--- src/rtl/clk_div_ctrl_if.sv ---
// Config handshake bundle for clk_div_ctrl.
// master drives cfg_valid/cfg_count; slave returns cfg_ready.
interface clk_div_ctrl_if #(
  parameter int WIDTH = 14
);
  logic             cfg_valid;
  logic [WIDTH-1:0] cfg_count;
  logic             cfg_ready;

  modport master (
    output cfg_valid,
    output cfg_count,
    input  cfg_ready
  );

  modport slave (
    input  cfg_valid,
    input  cfg_count,
    output cfg_ready
  );
endinterface

--- src/rtl/clk_div_ctrl.sv ---
// Programmable 50% clock divider with glitch-free count updates.
// Ports: clk_in, rst, run, cfg (slave), div_out, tick, busy, active_count.
module clk_div_ctrl #(
  parameter int WIDTH     = 14,
  parameter int DEF_COUNT = 6000
) (
  input  logic             clk_in,
  input  logic             rst,
  input  logic             run,
  clk_div_ctrl_if.slave    cfg,
  output logic             div_out,
  output logic             tick,
  output logic             busy,
  output logic [WIDTH-1:0] active_count
);

  typedef enum logic [1:0] {
    IDLE,
    RUN,
    DRAIN
  } state_t;

  state_t           state;
  state_t           state_nxt;
  logic [WIDTH-1:0] cnt;
  logic [WIDTH-1:0] shadow;
  logic             pend;
  logic             term;
  logic             xfer;

  assign term = (state != IDLE)
              && (cnt == active_count);
  assign xfer = cfg.cfg_valid
              && cfg.cfg_ready;

  always_ff @(posedge clk_in) begin
    if (rst) state <= IDLE;
    else     state <= state_nxt;
  end

  always_comb begin
    state_nxt = state;
    unique case (state)
      IDLE:  if (run) state_nxt = RUN;
      RUN:   if (!run) state_nxt = DRAIN;
      // a renewed run request wins over
      // the final falling toggle
      DRAIN: begin
        if (run)
          state_nxt = RUN;
        else if (term && div_out)
          state_nxt = IDLE;
      end
      default: state_nxt = IDLE;
    endcase
  end

  always_comb begin
    busy          = (state != IDLE);
    cfg.cfg_ready = !pend
                  && (state != DRAIN);
  end

  always_ff @(posedge clk_in) begin
    if (rst) begin
      cnt          <= '0;
      div_out      <= 1'b0;
      tick         <= 1'b0;
      pend         <= 1'b0;
      shadow       <= '0;
      active_count <= WIDTH'(DEF_COUNT);
    end else begin
      tick <= 1'b0;
      if (state == IDLE) begin
        cnt     <= '0;
        div_out <= 1'b0;
        if (xfer)
          active_count <= cfg.cfg_count;
      end else begin
        if (term) begin
          cnt     <= '0;
          div_out <= !div_out;
          tick    <= 1'b1;
          // only a count already waiting is
          // swapped in; xfer needs !pend
          if (pend) begin
            active_count <= shadow;
            pend         <= 1'b0;
          end
        end else begin
          cnt <= cnt + 1'b1;
        end
        if (xfer) begin
          shadow <= cfg.cfg_count;
          pend   <= 1'b1;
        end
      end
    end
  end

endmodule

--- src/flat_wrapper.sv ---
// flat-port wrapper written by rule: the top's interface ports become plain ports
module clk_div_ctrl_flat 
#(
  parameter int WIDTH     = 14,
  parameter int DEF_COUNT = 6000
)
  (clk_in, rst, run, div_out, tick, busy, active_count, cfg_cfg_valid, cfg_cfg_count, cfg_cfg_ready);
  clk_div_ctrl_if #(.WIDTH(WIDTH)) cfg_i ();
  input  logic clk_in;
  input  logic rst;
  input  logic run;
  output logic div_out;
  output logic tick;
  output logic busy;
  output logic [WIDTH-1:0] active_count;
  input wire logic [$bits(cfg_i.cfg_valid)-1:0] cfg_cfg_valid;
  input wire logic [$bits(cfg_i.cfg_count)-1:0] cfg_cfg_count;
  output wire logic [$bits(cfg_i.cfg_ready)-1:0] cfg_cfg_ready;
  assign cfg_i.cfg_valid = cfg_cfg_valid;
  assign cfg_i.cfg_count = cfg_cfg_count;
  assign cfg_cfg_ready = cfg_i.cfg_ready;
  clk_div_ctrl #(.WIDTH(WIDTH), .DEF_COUNT(DEF_COUNT)) u_core (.clk_in(clk_in), .rst(rst), .run(run), .cfg(cfg_i), .div_out(div_out), .tick(tick), .busy(busy), .active_count(active_count));
endmodule
--- config.mk ---
export PLATFORM = sky130hd
export DESIGN_NAME = clk_div_ctrl_flat
export DESIGN_NICKNAME = d
export VERILOG_FILES = /design/src/rtl/clk_div_ctrl_if.sv /design/src/rtl/clk_div_ctrl.sv /design/src/flat_wrapper.sv
export SDC_FILE = /design/constraint.sdc
export NUM_CORES = 1
export LEC_CHECK = 0
export CORE_ASPECT_RATIO = 0.8
export CORE_MARGIN = 4
export CORE_UTILIZATION = 25
export CTS_BUF_LIST = sky130_fd_sc_hd__clkbuf_8
export CTS_CLUSTER_DIAMETER = 30
export DETAILED_ROUTE_END_ITERATION = 6
export PLACE_DENSITY = 0.46
export SETUP_SLACK_MARGIN = 0.2
export SYNTH_ARGS = -nofsm -noshare
export SYNTH_HDL_FRONTEND = slang
export SYNTH_SLANG_ARGS = --single-unit
--- constraint.sdc ---
create_clock -name clk_in -period 3.6 [get_ports clk_in]
set_input_delay 0.72 -clock clk_in [delete_from_list [all_inputs] [get_ports clk_in]]
set_output_delay 0.72 -clock clk_in [all_outputs]
set_load 0.02 [all_outputs]
* Word-level counts from Yosys, hierarchy flattened
Cells that the tools add are included.
** Word-level totals
- Bits in registers :: 47
- Latch bits :: 0
- Bits in writable memories :: 0
- Bits in read-only memories :: 0
- Input port bits :: 18
- Output and inout bits :: 18
- Memories :: 0
** Cells by class
- $add $sub $neg :: 1
- Multiply operators :: 0
- Div/mod/pow operators :: 0
- Magnitude comparators :: 0
- Equality and inequality tests :: 8
- Shift-type cells :: 0
- Muxes and demuxes :: 12
- Bitwise logic cells :: 1
- Reduce and logical (&&, ||, !) cells :: 17
** Operators with widths (count)
- $mux W14 :: 4
- $add A14 B1 Y14 const B :: 1
- $eq A14 B14 Y1 :: 1
- $mux W2 :: 4
- $reduce_bool A2 Y1 :: 4
- $ne A2 B2 Y1 const B :: 3
- $pmux W2 S3 :: 1
- $reduce_and A3 Y1 :: 2
- $logic_and A1 B1 Y1 :: 4
- $reduce_and A2 Y1 :: 2
- $mux W1 :: 3
- $ne A3 B2 Y1 const B :: 1
- $reduce_or A3 Y1 :: 1
- $eq A2 B1 Y1 const B :: 1
- $eq A2 B2 Y1 const B :: 1
- $logic_not A1 Y1 :: 2
- $logic_not A2 Y1 :: 1
- $ne A2 B1 Y1 const B :: 1
- $reduce_or A2 Y1 :: 1
- $not A1 Y1 :: 1

* Longest topological paths before layout
Gate-level depths: netlist of the first run.
- Word-level depth :: 6
- Gate-level depth with buffers :: 6
- Gate-level depth less buffers :: 6

* Least setup slack after synthesis of the first run
No wires, ideal clock.
- Kind :: register -> register
- From :: reg u_core.active_count[12]
- To :: reg u_core.active_count[0]
- Arrival time :: 1.793 ns
- Path slack :: 1.686 ns
- Cell stages (with the launch flop) :: 7
- Clock period less this slack :: 1.914 ns
- Path through :: dfxtp_1 -> xnor2_1 -> o221ai_2 -> nor4_1 -> a31oi_2 -> buf_6 -> mux2_4
** Between the ends
- Word-level cells in the longest chain between the ends :: 4
** Ends and longest elaborated chain
- from (decl) :: line clk_div_ctrl.sv:14 : output logic [WIDTH-1:0] active_count
- from (signal assigned) :: line clk_div_ctrl.sv:71 : active_count <= WIDTH'(DEF_COUNT);
- from (signal assigned) :: line clk_div_ctrl.sv:78 : active_count <= cfg.cfg_count;
- from (signal assigned) :: line clk_div_ctrl.sv:87 : active_count <= shadow;
- $eq A14 B14 Y1 :: line clk_div_ctrl.sv:32 : && (cnt == active_count);
- $logic_and A1 B1 Y1 :: line clk_div_ctrl.sv:32
- $reduce_bool A2 Y1 (no line)
- $reduce_and A3 Y1 (no line)
Every way passes these cells.
A chain may end at the register's enable or synchronous reset.

* Worst setup path in the final report of the first run
- From :: reg u_core.state[0]
- To :: out busy
** Between the ends
- Word-level cells in the longest chain between the ends :: 1
** Ends and longest elaborated chain
- from (decl) :: line clk_div_ctrl.sv:23 : state_t state;
- from (signal assigned) :: line clk_div_ctrl.sv:38 : else state <= state_nxt;
- $reduce_bool A2 Y1 :: line clk_div_ctrl.sv:59 : busy = (state != IDLE);
- to (decl) :: line flat_wrapper.sv:14 : output logic busy;
Every way passes these cells.

==> results of run 1 <==
## layout make-up
type / instances / area, µm² / area share
clock inverters: 2 / 35.0 / 0.0128
flip-flops and latches: 47 / 941 / 0.342
repair buffers: 39 / 380 / 0.138
well taps: 112 / 140 / 0.0510
inverters: 6 / 22.5 / 0.00820
clock buffers: 6 / 82.6 / 0.0301
multi-input cells: 189 / 1150 / 0.417
## sequential cells by signal, indices dropped and copies added, names as in the netlist
signal               cells
u_core.active_count     14
u_core.cnt              14
u_core.div_out           1
u_core.pend              1
u_core.shadow           14
u_core.state             2
u_core.tick              1
## worst max-delay path, cell delays in order, from the launching register on
cell             delay, ps
dfxtp_1                430
nor2_2                  50
buf_4                  210
inv_1                  130
clkdlybuf4s50_1        620
## cell usage in the layout (no fill, tap or decap), drive strengths merged, types with 2 or more instances in the layout
cell           netlist  final
a211oi               9      9
a21oi               22     22
and2                 7      7
and3                 2      2
buf                  3      4
clkbuf               9      6
clkdlybuf4s50        0     35
dfxtp               47     47
inv                  6      6
mux2                 7      7
mux2i                7      7
nand2               47     47
nand3                8      8
nand4                2      2
nor2                27     27
nor2b                8      8
nor4                 3      3
o21ai                3      3
xnor2               10     10
xor2                14     14
## stage by stage
| stage | hold WS (ps) | setup WS, ps | instances | utilization | power [W] |
|---|---|---|---|---|---|
| final | 458 | 1150 | 401 | 0.322 | 0.00112 |
| after global routing | 481 | 1030 | 401 | 0.322 | 0.00117 |
| after CTS | 458 | 1140 | 401 | 0.322 | 0.00114 |
| after detailed placement | 445 | 1290 | 393 | 0.309 | 0.000731 |
| after global placement | 437 | 1320 | 393 | 0.309 | 0.000731 |
| after floorplan | 429 | 1690 | 254 | - | 0.000659 |
## layer usage
layer	global-route usage	vias up	wire (µm)
met4	0.0330	0	67
met1	0.162	824	3060
met3	0.0290	8	219
met5	0	-	0
met2	0.158	32	2240
li1	-	917	-
## cell families after synthesis
group,after synthesis
multiplexers,14
flip-flops,47
AO/OA/AOI/OAI,38
AND/OR/NAND/NOR,112
adder cells (fa/ha/maj),1
buffers and inverters,18
XOR/XNOR,24
## power by group
part	total, W	switching [W]	internal (W)	leakage (nW)
combinational	0.000159	0.0000835	0.0000759	0.565
clock	0.000405	0.000180	0.000225	0.0612
sequential	0.000558	0.0000192	0.000539	0.382
## worst max path at each step
| stage | to | depth (start not counted) |
|---|---|---|
| after floorplan | u_core.active_count[0]$_SDFFE_PP0P_ | 6 |
| after detailed placement | u_core.active_count[11]$_SDFFE_PP0P_ | 4 |
| final | busy | 4 |
| after CTS | busy | 4 |
| after global routing | busy | 4 |
| after global placement | u_core.active_count[0]$_SDFFE_PP0P_ | 4 |
==> out/qor.txt, run 1 <==
Status: finished, final reports clean
RSZ-0062 raised after global routing: false
Ys async rst share: 0
Min-Delay Endpoint: u_core.shadow[5]$_SDFFE_PP0P_
Total CTS buffers: 5
Layout cell share with drive strength beyond 1: 0.0865
CTS H-tree lvls: 2
Rows: 30
Clock transition at the registers of the reported paths: 90 ps
DP Area: 2630 µm²
HP Start: u_core.shadow[5]$_SDFFE_PP0P_
Reg2reg start: u_core.active_count[0]$_SDFFE_PP0P_
HPWL Detailed: 3.93 mm
CTS resizes: 0
Synth Area in XOR/XNOR: 0.0958
Max-Cap Viols: 0
Post-CTS setup buffer count: 0
Ys Warns: 0
Filler Cell Count: 896
First drt pass iteration count: 4
Area grow syn2layout: 25.3%
Relative slew slack: 0.508
Die X: 113 µm
Required time worst endpoint: 2880 ps
Yosys top cell area share: 0.429
Full die area: 10300 µm²
RR Endpoint: u_core.cnt[10]$_SDFF_PP0_
Nets: 307
GRT Residual Overflow: 0
Synthesized instance count: 254
Synth cell count leaders: dfxtp_1 (47), nand2_1 (47), nor2_1 (26)
Worst Path Arrival: 1730 ps
Synth area leader: dfxtp_1
R2r worst-path depth: 5
Skew final: 5.80 ps
Area contributors post-synth: dfxtp_1 (43%), nand2_1 (8.0%), xor2_1 (5.6%), a21oi_1 (5.0%), nor2_1 (4.4%)
# DRC: 0
Largest net degree at the start of global routing: 44
Hold WC Path Type: reg2reg
Clock Latency Late Sink: 300 ps
Mux cell area share after synthesis: 0.0730
Vias/cell: 4.44
Clk sinks: 47
CP Launch Point: u_core.state[0]$_SDFFE_PP0P_
Starting Density: 0.257
Total Wirelength: 5.59 mm
Adder-cell share of the synthesized area: 0.00570
Port bufs: 35
Gr usage total: 0.111
TNS Setup: 0 ps
Hold buffers post-CTS: 0
Vias post-DR: 1781
Pwr/cell area: 409 nW/µm²
Largest family of logic cells by synthesized area: simple AND/OR/NAND/NOR gates
Core Box Area: 8520 µm²
Critical path class: reg2out
Number of DRC markers in iteration 0: 90
Io pins: 36
R2r setup slk: 1440 ps
Die H: 91.8 µm
CP endpoint kind: output pin
Post-detailed-route count of antenna-violating nets: 0
Vias in the first global route: 1734
Simple-gate share of the synthesized area: 0.238
Critical Path Start Type: flop
Post-synthesis cell type count: 38
WL/cell: 13.9 µm
Mean post-synth cell area: 8.64 µm²
Synthesized area: 2190 µm²
Peak supply drop: 0.192 mV
Fmax: 0.407 GHz
Number of max-slew violations in the final report: 0
Ys flop type: dfxtp_1
Fin. Hold Viols: 0
Actual slew at the worst max-slew pin: 736 ps
First-pass GRT wire length: 9.11 mm
Static leakage: 1.01 nW
Synthesis-stage register bit count: 47
Crit path max fanout: 19
Initial antenna violation count: 0
Design Area, Final: 2750 µm²
Minimum clock period: 2450 ps
TritonCTS clock tree: yes
GPL Wtd Cong: 0.755
Post-synth EDFFs: 0
Count of final setup violators: 0
Clk buf depth: 2
Clock tree root buffer cell: clkbuf_8
Register area share after synthesis: 0.429
Post-synthesis compound-gate area fraction: 0.110
Hold Path Depth: 2
Antenna diodes: 0
Final Cycle Share: 0.682
Net Count, Synth: 273
Note: power is estimated with default switching activity, not from simulation.
==> inputs of run 2 (changes only) <==
==> constraint.sdc (replaced) <==
create_clock -name clk_in -period 2.5 [get_ports clk_in]
set_input_delay 0.5 -clock clk_in [delete_from_list [all_inputs] [get_ports clk_in]]
set_output_delay 0.5 -clock clk_in [all_outputs]
set_load 0.02 [all_outputs]
==> out/qor.txt, run 2 (synthesized netlist as in run 1, its figures left out) <==
Total Wirelength: 5.52 mm (was 5.59 mm)
Flop pwr share: 0.541 (was 0.497)
Io pins: 36 (unchanged)
Gr usage total: 0.114 (was 0.111)
HP Start: u_core.shadow[9]$_SDFFE_PP0P_ (was u_core.shadow[5]$_SDFFE_PP0P_)
Critical path class: reg2out (unchanged)
Crit path max fanout: 6 (was 19)
Clk sinks: 47 (unchanged)
Crit path cell chain: nor2b_1 > nor2_1 > clkdlybuf4s50_1 (was nor2_2 > buf_4 > inv_1 > clkdlybuf4s50_1)
GRT Residual Overflow: 0 (unchanged)
# DRC: 0 (unchanged)
Hold buffers post-CTS: 0 (unchanged)
Pwr/cell area: 541 nW/µm² (was 409 nW/µm²)
GPL Wtd Cong: 0.715 (was 0.755)
Clock tree root buffer cell: clkbuf_8 (unchanged)
Critical Path Max Stage Delay: 610 ps (was 620 ps)
Total CTS buffers: 5 (unchanged)
Relative slew slack: 0.636 (was 0.508)
Die H: 91.8 µm (unchanged)
Critical Path Start Type: flop (unchanged)
Reg2reg start: u_core.active_count[12]$_SDFFE_PP1P_ (was u_core.active_count[0]$_SDFFE_PP0P_)
Clk buf depth: 2 (unchanged)
Fin. Hold Viols: 0 (unchanged)
RSZ-0062 raised after global routing: false (unchanged)
Skew final: 5.71 ps (was 5.80 ps)
RR Endpoint: u_core.active_count[11]$_SDFFE_PP0P_ (was u_core.cnt[10]$_SDFF_PP0_)
Fmax: 0.498 GHz
Antenna diodes: 0 (unchanged)
R2r setup slk: 560 ps (was 1440 ps)
Peak supply drop: 0.227 mV (was 0.192 mV)
CTS H-tree lvls: 2 (unchanged)
Nets: 311 (was 307)
Layout cell share with drive strength beyond 1: 0.0990 (was 0.0865)
Number of DRC markers in iteration 0: 43 (was 90)
CP bufs+invs: 1 (was 3)
Part of the power in the clock network: 0.302 (was 0.361)
Clock transition at the registers of the reported paths: 90 ps (about the same)
Final Cycle Share: 0.804
Logic gate share of total power: 0.157 (was 0.142)
Rows: 30 (unchanged)
Sw frac: 0.271 (was 0.252)
Post-detailed-route count of antenna-violating nets: 0 (unchanged)
Commonest cells after routing, fill and taps aside: nand2_1 (47), dfxtp_1 (47), clkdlybuf4s50_1 (34) (was nand2_1 (47), dfxtp_1 (47), clkdlybuf4s50_1 (35))
Status: finished, final reports clean (unchanged)
Die X: 113 µm (unchanged)
TNS Setup: 0 ps (unchanged)
Full die area: 10300 µm² (unchanged)
Area grow syn2layout: 25.2% (was 25.3%)
Max-Cap Viols: 0 (unchanged)
HPWL Detailed: 4.05 mm (was 3.93 mm)
TritonCTS clock tree: yes (unchanged)
Filler Cell Count: 921 (was 896)
Internal Pwr Total: 0.00108 W (was 0.000840 W)
Number of max-slew violations in the final report: 0 (unchanged)
Port bufs: 35 (unchanged)
Initial antenna violation count: 0 (unchanged)
Min-Delay Endpoint: u_core.shadow[9]$_SDFFE_PP0P_ (was u_core.shadow[5]$_SDFFE_PP0P_)
Clock Latency Late Sink: 300 ps (about the same)
First-pass GRT wire length: 9.49 mm (was 9.11 mm)
CP top delay family: buffers and inverters (unchanged)
Slowest cell on crit path: clkdlybuf4s50_1 (unchanged)
Largest net degree at the start of global routing: 32 (was 44)
Largest regs: u_core.active_count: 14 flops, u_core.cnt: 14 flops, u_core.shadow: 14 flops (unchanged)
Vias in the first global route: 1766 (was 1734)
Vias/cell: 4.39 (was 4.44)
Hold WC Path Type: reg2reg (unchanged)
Starting Density: 0.257 (unchanged)
Setup ws final: 491 ps (was 1150 ps)
Switch Pwr: 0.000403 W (was 0.000283 W)
Count of final setup violators: 0 (unchanged)
WL/cell: 13.6 µm (was 13.9 µm)
Pre-CTS WS: 528 ps (was 1290 ps)
CP endpoint kind: output pin (unchanged)
Core Box Area: 8520 µm² (unchanged)
Actual slew at the worst max-slew pin: 545 ps (was 736 ps)
Power, Total: 0.00148 W (was 0.00112 W)
WHS: 454 ps (was 458 ps)
Worst Path Arrival: 1510 ps (was 1730 ps)
Hold Path Depth: 2 (unchanged)
Vias post-DR: 1777 (was 1781)
R2r worst-path depth: 6 (was 5)
First drt pass iteration count: 4 (unchanged)
Static leakage: 1.03 nW (was 1.01 nW)
Minimum clock period: 2010 ps
Required time worst endpoint: 2000 ps (was 2880 ps)
run 2: layout make-up:
| type | count | area, µm² | area share |
|---|---|---|---|
| sequential | 47 | 941 | 0.343 |
| clock buffer | 5 | 68.8 | 0.0251 |
| multi-input combinational | 189 | 1150 | 0.417 |
| timing repair buffer | 43 | 413 | 0.150 |
| inverter | 6 | 22.5 | 0.00820 |
| clock inverter | 3 | 15.0 | 0.00547 |
| tap | 112 | 140 | 0.0510 |
run 2: repair_timing:
action                                  in CTS  in global routing
resized for setup                            0                  1
endpoints found under the setup margin       0                  1
buffers inserted                             0                  0
run 2: per-stage QoR:
| stage | area [µm²] | std cells | util |
|---|---|---|---|
| after global routing | 2750 | 405 | 0.322 |
| after floorplan | 2190 | 254 | - |
| after global placement | 2660 | 397 | 0.312 |
| after CTS | 2740 | 405 | 0.322 |
| after detailed placement | 2660 | 397 | 0.312 |
| final | 2750 | 405 | 0.322 |
run 2: power by group through the flow:
stage	logic (W)	registers (W)	clock network [W]
6_report	0.000233	0.000803	0.000449
5_1_grt	0.000258	0.000809	0.000499
4_1_cts	0.000237	0.000805	0.000476
3_5_place_dp	0.000235	0.000822	0
3_3_place_gp	0.000235	0.000822	0
2_1_floorplan	0.000116	0.000834	0
run 2: worst reg2reg max path, cell delays in order (launching register included):
cell	delay (ps)
dfxtp_1	340
xnor2_1	210
o221ai_2	130
nor4_1	490
a31oi_2	160
buf_4	200
mux2_4	300
run 2: routing by layer:
layer  track usage  vias up  routed length [µm]
li1              -      920                   -
met3        0.0376        4                 315
met5             0        -                   0
met4        0.0240        0                  39
met1         0.167      812                2920
met2         0.162       41                2240
run 2: worst max path at each step:
stage | start | end | slack (ps) | cells past startpoint
2_1_floorplan | u_core.active_count[12]$_SDFFE_PP1P_ | u_core.active_count[0]$_SDFFE_PP0P_ | 590 | 6
3_3_place_gp | cfg_cfg_valid | u_core.active_count[7]$_SDFFE_PP0P_ | 510 | 5
3_5_place_dp | cfg_cfg_valid | u_core.active_count[2]$_SDFFE_PP0P_ | 530 | 5
4_1_cts | u_core.state[0]$_SDFFE_PP0P_ | busy | 220 | 3
5_1_grt | u_core.active_count[12]$_SDFFE_PP1P_ | u_core.active_count[11]$_SDFFE_PP0P_ | 350 | 6
6_report | u_core.state[0]$_SDFFE_PP0P_ | cfg_cfg_ready | 490 | 3
